## config.mk

```make
export PLATFORM = sky130hd
export DESIGN_NAME = hazard_ctrl_unit
export DESIGN_NICKNAME = d
export VERILOG_FILES = /design/src/rtl/hazard_pkg.sv /design/src/rtl/hazard_ctrl_unit_sat_counter.sv /design/src/rtl/hazard_ctrl_unit.sv
export SDC_FILE = /design/constraint.sdc
export NUM_CORES = 1
export LEC_CHECK = 0
export BUFFER_PORTS_ARGS = -buffer_cell sky130_fd_sc_hd__buf_4
export CAP_MARGIN = 20
export CORE_MARGIN = 2
export CORE_UTILIZATION = 55
export CTS_CLUSTER_DIAMETER = 120
export DETAILED_ROUTE_END_ITERATION = 10
export GPL_TIMING_DRIVEN = 0
export PLACE_DENSITY = 0.89
export SYNTH_ARGS = -nofsm -noshare
export SYNTH_HDL_FRONTEND = slang
export SYNTH_SLANG_ARGS = --single-unit
```

## constraint.sdc

```tcl
create_clock -name clk -period 3.99 [get_ports clk]
set_clock_uncertainty 0.15 [all_clocks]
set_input_delay 0.798 -clock clk [delete_from_list [all_inputs] [get_ports clk]]
set_output_delay 0.798 -clock clk [all_outputs]
set_load 0.03 [all_outputs]
```

## src/rtl/hazard_pkg.sv

```systemverilog
// ============================================================================
// hazard_pkg : shared types and constants for the pipeline hazard controller
// Rev 1.0
// ============================================================================
`default_nettype none

package hazard_pkg;

  typedef enum logic [1:0] {
    IDLE     = 2'd0,
    LD_STALL = 2'd1,
    MC_BUSY  = 2'd2
  } hz_state_e;

  localparam int RESOLVE_EX  = 1;
  localparam int RESOLVE_MEM = 2;

endpackage

`default_nettype wire

```

## src/rtl/hazard_ctrl_unit_sat_counter.sv

```systemverilog
// ============================================================================
// sat_counter : increment-by-one counter that holds at all-ones
// Rev 1.0
// ============================================================================
`default_nettype none

module sat_counter #(
  parameter int WIDTH = 16
) (
  input  logic             clk,
  input  logic             rst_n,
  input  logic             inc_i,
  output logic [WIDTH-1:0] count_o
);

  logic [WIDTH-1:0] cnt_q;
  logic [WIDTH-1:0] cnt_d;

  always_comb begin
    cnt_d = cnt_q;
    if (inc_i && (cnt_q != {WIDTH{1'b1}})) begin
      cnt_d = cnt_q + {{(WIDTH-1){1'b0}}, 1'b1};
    end
  end

  always_ff @(posedge clk or negedge rst_n) begin
    if (!rst_n) begin
      cnt_q <= '0;
    end else begin
      cnt_q <= cnt_d;
    end
  end

  assign count_o = cnt_q;

endmodule

`default_nettype wire

```

## src/rtl/hazard_ctrl_unit.sv

```systemverilog
// ============================================================================
// hazard_ctrl_unit : load-use stall, multi-cycle EX freeze and redirect flush
// control for the 5-stage pipeline, with saturating stall/flush counters
// Rev 1.0
// ============================================================================
`default_nettype none

module hazard_ctrl_unit
  import hazard_pkg::*;
#(
  parameter int REG_W         = 5,
  parameter int LOAD_STALL    = 1,
  parameter int MC_LATENCY    = 4,
  parameter int RESOLVE_STAGE = 2,
  parameter int CNT_W         = 16
) (
  input  logic             clk,
  input  logic             rst_n,
  input  logic             EX_mem_read_i,
  input  logic [REG_W-1:0] EX_reg_rt_i,
  input  logic [REG_W-1:0] ID_reg_rs_i,
  input  logic [REG_W-1:0] ID_reg_rt_i,
  input  logic             EX_mc_start_i,
  input  logic             redirect_i,
  output logic             pc_write_o,
  output logic             IF_ID_write_o,
  output logic             ID_EX_write_o,
  output logic             stall_o,
  output logic             EX_MEM_bubble_o,
  output logic             IF_ID_flush_o,
  output logic             ID_EX_flush_o,
  output logic             EX_MEM_flush_o,
  output logic             busy_o,
  output logic [CNT_W-1:0] stall_count_o,
  output logic [CNT_W-1:0] flush_count_o
);

  if (LOAD_STALL < 1 || LOAD_STALL > 15) begin : g_chk_load_stall
    $error("hazard_ctrl_unit: LOAD_STALL must be in 1..15");
  end
  if (MC_LATENCY < 1 || MC_LATENCY > 15) begin : g_chk_mc_latency
    $error("hazard_ctrl_unit: MC_LATENCY must be in 1..15");
  end
  if (RESOLVE_STAGE != RESOLVE_EX && RESOLVE_STAGE != RESOLVE_MEM) begin : g_chk_resolve
    $error("hazard_ctrl_unit: RESOLVE_STAGE must be 1 (EX) or 2 (MEM)");
  end

  // Cycles still owed after the first stall/freeze cycle, minus one (rem==0 is the last)
  localparam logic [3:0] LD_REM = 4'((LOAD_STALL > 1) ? (LOAD_STALL - 2) : 0);
  localparam logic [3:0] MC_REM = 4'((MC_LATENCY > 1) ? (MC_LATENCY - 2) : 0);
  localparam logic       FLUSH_EX_MEM = (RESOLVE_STAGE == RESOLVE_MEM);

  hz_state_e  state_q, state_d;
  logic [3:0] rem_q, rem_d;
  logic       hazard;

  assign hazard = EX_mem_read_i && (EX_reg_rt_i != '0) &&
                  ((EX_reg_rt_i == ID_reg_rs_i) || (EX_reg_rt_i == ID_reg_rt_i));

  always_comb begin
    state_d         = state_q;
    rem_d           = rem_q;
    pc_write_o      = 1'b1;
    IF_ID_write_o   = 1'b1;
    ID_EX_write_o   = 1'b1;
    stall_o         = 1'b0;
    EX_MEM_bubble_o = 1'b0;
    IF_ID_flush_o   = 1'b0;
    ID_EX_flush_o   = 1'b0;
    EX_MEM_flush_o  = 1'b0;
    busy_o          = 1'b0;

    if (redirect_i) begin
      // Anything frozen behind a taken redirect is wrong-path, so abandon it
      IF_ID_flush_o  = 1'b1;
      ID_EX_flush_o  = 1'b1;
      EX_MEM_flush_o = FLUSH_EX_MEM;
      state_d        = IDLE;
      rem_d          = 4'd0;
    end else begin
      case (state_q)
        IDLE: begin
          if (EX_mc_start_i) begin
            pc_write_o      = 1'b0;
            IF_ID_write_o   = 1'b0;
            ID_EX_write_o   = 1'b0;
            EX_MEM_bubble_o = 1'b1;
            busy_o          = 1'b1;
            if (MC_LATENCY > 1) begin
              state_d = MC_BUSY;
              rem_d   = MC_REM;
            end
          end else if (hazard) begin
            pc_write_o    = 1'b0;
            IF_ID_write_o = 1'b0;
            stall_o       = 1'b1;
            if (LOAD_STALL > 1) begin
              state_d = LD_STALL;
              rem_d   = LD_REM;
            end
          end
        end
        LD_STALL: begin
          pc_write_o    = 1'b0;
          IF_ID_write_o = 1'b0;
          stall_o       = 1'b1;
          if (rem_q == 4'd0) state_d = IDLE;
          else               rem_d   = rem_q - 4'd1;
        end
        MC_BUSY: begin
          pc_write_o      = 1'b0;
          IF_ID_write_o   = 1'b0;
          ID_EX_write_o   = 1'b0;
          EX_MEM_bubble_o = 1'b1;
          busy_o          = 1'b1;
          if (rem_q == 4'd0) state_d = IDLE;
          else               rem_d   = rem_q - 4'd1;
        end
        default: begin
          state_d = IDLE;
          rem_d   = 4'd0;
        end
      endcase
    end
  end

  always_ff @(posedge clk or negedge rst_n) begin
    if (!rst_n) begin
      state_q <= IDLE;
      rem_q   <= 4'd0;
    end else begin
      state_q <= state_d;
      rem_q   <= rem_d;
    end
  end

  sat_counter #(.WIDTH(CNT_W)) u_stall_cnt (
    .clk     (clk),
    .rst_n   (rst_n),
    .inc_i   (~pc_write_o),
    .count_o (stall_count_o)
  );

  sat_counter #(.WIDTH(CNT_W)) u_flush_cnt (
    .clk     (clk),
    .rst_n   (rst_n),
    .inc_i   (redirect_i),
    .count_o (flush_count_o)
  );

endmodule

`default_nettype wire

```

# Word level (Yosys, flattened, before mapping)
# Cells that the tools add are included.
# word_totals
register_bits	38
elab_cells	51
# op_classes
addsub	3
eq_ne	9
muxes	23
bitwise_logic	1
n_reduce_logical	11
# op_table
operator	count
$add A16 B1 Y16 const B	2
$ne A16 B16 Y1 const B	2
$mux W4	3
$mux W1	11
$eq A5 B5 Y1	2
$pmux W1 S2	4
$pmux W4 S2	1
$mux W2	3
$ne A3 B3 Y1 const B	2
$reduce_bool A5 Y1	1
$logic_and A1 B1 Y1	4
$logic_not A4 Y1	1
$pmux W2 S2	1
$reduce_and A2 Y1	2
$sub A4 B1 Y4 const B	1
$ne A3 B1 Y1 const B	1
$eq A2 B1 Y1 const B	1
$eq A2 B2 Y1 const B	1
$logic_not A2 Y1	1
$reduce_or A2 Y1	1
$logic_or A1 B1 Y1	1
$not A1 Y1	1

# Depth between registers and ports, before layout
# Gate-level depths: netlist of the first run.
# depth
ltp_word	9
depth_mapped	9
mapped_depth_nobuf	7

# By module
# A second synthesis of the first run with hierarchy kept.
# unflattened
cells_unflattened	202
area_unflattened_um2	2188.3
# by_module_without_submodules
mod	instances	cells_each	area_each_um2	seq_area_each_um2
sat_counter	2	72	859.6	400.4
hazard_ctrl_unit	1	58	469.2	125.1

# Worst setup path before layout of the first run
# No wires, ideal clock.
# synth_timing
kind	input to output
start	input EX_mc_start_i
end	output busy_o
arrival_time_ps	2434
t_required_ps	3042
path_slack_ps	608
cell_stages	3
path_buffers	1
path_cell_list	o21ai_0 inv_1 buf_4
# synth_via
elab_chain_cells	3
# synth_rtl
item	line	source
start, declared	hazard_ctrl_unit.sv:23	input logic EX_mc_start_i,
$mux W1	--	
$pmux W1 S2	--	
$mux W1	--	
end, declared	hazard_ctrl_unit.sv:33	output logic busy_o,
# Every way passes these cells.

# Worst setup path in the final report of the first run
# layout_timing
start	input EX_reg_rt_i[1]
end	output pc_write_o
# layout_via
elab_chain_cells	7
# layout_rtl
item	line	source
start, declared	hazard_ctrl_unit.sv:20	input logic [REG_W-1:0] EX_reg_rt_i,
$eq A5 B5 Y1 / $reduce_bool A5 Y1 (equally long branches)	hazard_ctrl_unit.sv:58, hazard_ctrl_unit.sv:57	
$logic_or A1 B1 Y1 / $logic_and A1 B1 Y1 (equally long branches)	hazard_ctrl_unit.sv:58, hazard_ctrl_unit.sv:57	
$logic_and A1 B1 Y1 (*)	hazard_ctrl_unit.sv:57	assign hazard = EX_mem_read_i && (EX_reg_rt_i != '0) &&
$mux W1 (*)	hazard_ctrl_unit.sv:93	end else if (hazard) begin
$mux W1 (*)	hazard_ctrl_unit.sv:83	if (EX_mc_start_i) begin
$pmux W1 S2 (*)	hazard_ctrl_unit.sv:81	case (state_q)
$mux W1 (*)	hazard_ctrl_unit.sv:73	if (redirect_i) begin
end, declared	hazard_ctrl_unit.sv:25	output logic pc_write_o,
# Mark *: on every way between the ends. The rest lies on a longest branch, timed or not.

==> results of run 1 <==
worst paths after layout:
kind | start | to | slack (ns)
worst max-delay path | EX_reg_rt_i[1] | pc_write_o | 0.64
max in group asynchronous | rst_n | u_stall_cnt.count_o[15] | 3.05
worst max register to register | u_stall_cnt.count_o[0] | u_stall_cnt.count_o[11] | 1.62
worst min-delay path | rst_n | u_flush_cnt.count_o[8] | 0.31
worst min register to register | u_flush_cnt.count_o[10] | u_flush_cnt.count_o[10] | 0.35
min in group clk | u_flush_cnt.count_o[10] | u_flush_cnt.count_o[10] | 0.35
placed cells by master, fill, tap and decap left out, types with 7 or more instances in the layout:
cell / count
a21oi_1: 7
buf_4: 65
clkbuf_8: 7
dfrtp_1: 37
nand2_1: 12
nand3_1: 12
nor2_1: 13
nor3_1: 9
xnor2_1: 22
xor2_1: 12
metal layers:
metal / track usage (%) / vias to the layer above
met5: 0 / -
met4: 9.57 / 0
met3: 7.12 / 7
met2: 36.2 / 49
met1: 27.5 / 815
li1: - / 824
Yosys cell counts:
cell type / number
dfrtp_1: 37
xnor2_1: 22
nor2_1: 13
nand2_1: 12
nand3_1: 12
xor2_1: 12
nor3_1: 9
a21oi_1: 7
inv_1: 6
nand4_1: 6
buf_4: 5
mux2_2: 5
ha_1: 4
nor3b_1: 4
and4_1: 3
or3_1: 3
a211oi_1: 2
a41oi_1: 2
and3_1: 2
buf_2: 2
buf_6: 2
nand2b_1: 2
nor2_2: 2
nor4_4: 2
nor4b_1: 2
o22ai_1: 2
a211o_1: 1
a21o_1: 1
a22oi_1: 1
a311oi_1: 1
inv_2: 1
nand3_2: 1
nor2b_1: 1
nor3_4: 1
nor4_1: 1
o21a_1: 1
o21ai_0: 1
o21ai_1: 1
o21ai_2: 1
o21ba_2: 1
o21bai_1: 1
o22a_1: 1
or4_1: 1
area by class of cell:
class	count	area, µm²	area share [%]
flip-flops and latches	37	926	34.8
inverters	7	26.3	0.988
clock inverters	1	5.00	0.188
plain buffers	9	70.1	2.64
repair buffers	60	450	16.9
clock buffers	7	96.3	3.62
multi-input cells	144	1020	38.5
well taps	48	60.1	2.26
critical path, stage by stage:
cell,delay (ns)
buf_4,0.13
or4_1,0.56
o21ai_1,0.22
o21ai_2,0.09
inv_2,0.17
buf_6,0.18
buf_4,0.12
buf_4,0.14
stage by stage:
| step | power, W | std cells | setup WS (ns) |
|---|---|---|---|
| floorplan | 0.000902 | 197 | 0.608 |
| global route | 0.00147 | 313 | 0.526 |
| finish | 0.00139 | 313 | 0.640 |
| detailed placement | 0.00112 | 305 | 0.648 |
| CTS | 0.00140 | 313 | 0.639 |
| global placement | 0.00110 | 305 | 0.650 |
where the power goes:
group | switching [W] | internal [W] | leakage [nW] | total [W]
Clock | 0.000125 | 0.000156 | 0.0542 | 0.000281
Combinational | 0.000316 | 0.000225 | 0.713 | 0.000541
Sequential | 0.000110 | 0.000458 | 0.481 | 0.000568
Total | 0.000551 | 0.000839 | 1.25 | 0.00139
cells by family (layout without fill, tap and decap cells):
family | count (synthesis) | after routing | share of synthesized area [%]
AOI/OAI and AO/OA | 24 | 24 | 8.07
adders and majority gates | 4 | 4 | 2.45
muxes | 5 | 5 | 2.75
buffers and inverters | 16 | 84 | 4.71
and+or+nand+nor | 77 | 77 | 22.3
DFF | 37 | 37 | 45.2
xor gates and xnor gates | 34 | 34 | 14.5
registers in the layout, summed over array words and instances, names as in the netlist:
register,cells
state_q,1
u_stall_cnt.count_o,16
u_flush_cnt.count_o,16
rem_q,4
==> flow_summary_export.csv, run 1 <==
group,metric,value,unit
run_status,status,"finished clean",
cts,cts-htree-levels,2,
floorplan,die_x,65.0,µm
placement,place_congestion,0.807,
cts,clock-sinks,37,
synthesis,yosysWarnings,0,
floorplan,die_h,65.0,µm
route,drt_pass1_iterations,4,
grt,grt-ovfl-total,0,
route,vias,1695,
synthesis,syn_nets,221,
cts,clockBufferDepth,2,
route,drt_iter0_drc,57,
timing,final.setup.tns,0,ns
pwr,p_leak,1.25,nW
route,avgRoutedWirePerCell,13.7,µm
route,remaining_drc_errors,0,
finish,synthToLayoutAreaGrowth,29.9,%
finish,design_area,2660,µm²
synthesis,synth_top_area_share,45.2,%
cts,clkTransAtPathRegs,0.07,ns
pwr,p_per_area,523,nW/µm²
cts,numCtsBuffers,5,
timing,period_share,84.0,%
route,wl_met2,2130,µm
floorplan,core_area,3610,µm²
route,routed-wl-met3,309,µm
timing,slew_viol_final,0,
setup_path,critPathKind,"in2out",
placement,port_buffers,60,
synthesis,yosys-top-cells-area,"dfrtp_1 45%, xnor2_1 9.4%, xor2_1 5.1%, nand3_1 2.9%, mux2_2 2.8%",
cts,cts_tree,"yes",
timing,tightestPinTransition,0.705,ns
grt,grt_usage,22.4,%
timing,fin_hold_ws,0.306,ns
timing,finalHoldViolCount,0,
timing,setup_violations,0,
floorplan,io-pin-count,61,
timing,grt_setup_unrepaired,"false",
grt,grt_pass1_wl,7180,µm
floorplan,start_util,56.8,%
synthesis,ys_seq_area_share,45.2,%
synthesis,synth.cell_area,2050,µm²
hold_path,hp-class,"in2async",
setup_path,worstPathMaxFanout,11,
timing,max_freq,299,MHz
finish,drive_gt1_share,34.3,%
cts,cts_hold_buffers,0,
synthesis,synth_area_leader_cell,"dfrtp_1",
setup_path,worst_setup_path_start_kind,"primary input",
route,wl,4300,µm
floorplan,rows,22,
synthesis,post_synth_num_cell_types,43,
finish,fillCellCount,275,
cts,cts_setup_buffers,0,
timing,slew_headroom,52.9,%
cts,clk_latency,0.28,ns
pwr,vdd_drop_max,0.000380,V
route,viasPerCell,5.42,
grt,grt_max_degree,38,
route,wl_met1,1780,µm
cts,cts-resized-gates,0,
cts,cts_root_buf,"clkbuf_8",
placement,dp_hpwl,3090,µm
synthesis,syn-instance-count,197,
finish,nets,288,
finish,antenna_cells,0,
synthesis,synth_area_per_cell,10.4,µm²
route,ant_nets,0,
placement,dpl-instance-area,2560,µm²
grt,antenna_found_initial,0,
setup_path,crit_arrival,2.40,ns
setup_path,end_kind,"output pin",
floorplan,dieArea,4230,µm²
setup_path,worst-r2r-cell-count,9,
grt,grt_pass1_vias,1618,
synthesis,ys_seq_elements,37,
route,dr.max_layer_used,"met4",
setup_path,required,3.04,ns
finish,final_util,73.7,%
timing,period_minus_slack,3.35,ns
flow_run,maxCapViolCount,0,
Note: power is estimated with default switching activity, not from simulation.
==> inputs of run 2 (changes only) <==
Settings changed: CORE_UTILIZATION 55 to 51, PLACE_DENSITY 0.89 to 0.84.
Clock period 3.99 ns to 3.49 ns, I/O delays scaled along.
==> flow_summary_export.csv, run 2 (synthesized netlist as in run 1, its figures left out) <==
group,metric,value,unit
route,avgRoutedWirePerCell,13.8,µm
setup_path,r2r_end,"u_stall_cnt.count_o[8]",
timing,period_minus_slack,3.16,ns
run_status,status,"finished clean",
floorplan,die_h,67.4,µm
setup_path,worstPathMaxFanout,11,
cts,clock-sinks,37,
setup_path,r2r_slack,1.10,ns
setup_path,cp-startpoint,"EX_reg_rt_i[1]",
finish,design_area,2660,µm²
floorplan,core_area,3940,µm²
finish,mostFrequentLayoutCell,"buf_4",
finish,antenna_cells,0,
placement,dpl-instance-area,2560,µm²
setup_path,worst-r2r-cell-count,9,
route,drt_pass1_iterations,4,
finish,final_cell_mix,"65 x buf_4, 37 x dfrtp_1, 22 x xnor2_1, 13 x nor2_1",
cts,cts_root_buf,"clkbuf_8",
setup_path,end_kind,"output pin",
timing,grt_setup_unrepaired,"false",
cts,cts-htree-levels,2,
timing,max_freq,317,MHz
finish,drive_gt1_share,34.3,%
grt,grt_pass1_wl,6910,µm
setup_path,required,2.64,ns
route,ant_nets,0,
finish,synthToLayoutAreaGrowth,30.0,%
route,remaining_drc_errors,0,
cts,clk_latency,0.29,ns
setup_path,worst_setup_path_start_kind,"primary input",
floorplan,dieArea,4540,µm²
timing,fin_hold_ws,0.209,ns
cts,clockBufferDepth,2,
cts,numCtsBuffers,5,
flow_run,maxCapViolCount,0,
placement,dp_hpwl,3140,µm
placement,port_buffers,60,
route,drt_iter0_drc,20,
route,wl,4340,µm
cts,cts_hold_buffers,0,
grt,grt_max_degree,38,
floorplan,io-pin-count,61,
timing,tightestPinTransition,0.698,ns
cts,clkTransAtPathRegs,0.07,ns
setup_path,critPathKind,"in2out",
grt,grt_pass1_vias,1521,
floorplan,rows,23,
timing,finalHoldViolCount,0,
timing,slew_viol_final,0,
timing,slew_headroom,53.1,%
route,vias,1654,
hold_path,hp-class,"in2async",
cts,cts_setup_buffers,0,
setup_path,crit_end,"pc_write_o",
timing,final.setup.tns,0,ns
timing,period_share,90.5,%
route,viasPerCell,5.25,
floorplan,die_x,67.4,µm
pwr,vdd_drop_max,0.000458,V
setup_path,crit_arrival,2.31,ns
cts,cts-resized-gates,0,
cts,cts_tree,"yes",
grt,grt_usage,20.6,%
timing,setup_violations,0,
placement,place_congestion,0.814,
floorplan,start_util,51.9,%
pwr,p_per_area,596,nW/µm²
grt,grt-ovfl-total,0,
finish,nets,288,
grt,antenna_found_initial,0,
pwr,p_leak,1.25,nW
setup_path,regToRegStartpoint,"u_stall_cnt.count_o[0]",
run 2: cell type report:
class,instances,area [µm²]
fill,309,1280
multi-input combinational,144,1020
sequential,37,926
timing repair buffer,60,450
clock buffer,7,96.3
buffer,9,70.1
tap,50,62.6
inverter,7,26.3
clock inverter,1,5.00
run 2: metrics by stage:
stage / instances / setup slack [ns] / utilization (%) / power (W)
CTS: 315 / 0.337 / 67.5 / 0.00160
global placement: 307 / 0.349 / 64.9 / 0.00126
global route: 315 / 0.224 / 67.5 / 0.00168
floorplan: 197 / 0.308 / - / 0.00103
detailed placement: 307 / 0.349 / 64.9 / 0.00127
finish: 315 / 0.333 / 67.5 / 0.00159
run 2: worst max-delay path, stage by stage:
cell,delay (ns)
buf_4,0.12
or4_1,0.55
o21ai_1,0.23
o21ai_2,0.10
inv_2,0.17
buf_6,0.18
buf_4,0.12
buf_4,0.14
run 2: worst min-delay path by stage:
stage	start	to	slack (ns)	depth (start not counted)
final	rst_n	u_stall_cnt.count_o[13]	0.21	1
after global routing	rst_n	u_stall_cnt.count_o[5]	0.24	1
after floorplan	rst_n	rem_q[0]	0.25	0
after global placement	u_flush_cnt.count_o[13]	u_flush_cnt.count_o[13]	0.34	1
after CTS	rst_n	u_stall_cnt.count_o[15]	0.22	1
after detailed placement	u_flush_cnt.count_o[10]	u_flush_cnt.count_o[10]	0.33	1
run 2: power by group:
group	switching (W)	total (W)	internal, W
Clock	0.000146	0.000324	0.000178
Sequential	0.000124	0.000648	0.000523
Combinational	0.000358	0.000615	0.000257
run 2: metal layers:
| layer | GRT usage [%] | wire [µm] | vias to the layer above |
|---|---|---|---|
| met1 | 26.2 | 1930 | 776 |
| met5 | 0 | 0 | - |
| met2 | 33.3 | 2090 | 48 |
| met4 | 9.95 | 83 | 0 |
| li1 | - | - | 823 |
| met3 | 4.33 | 243 | 7 |
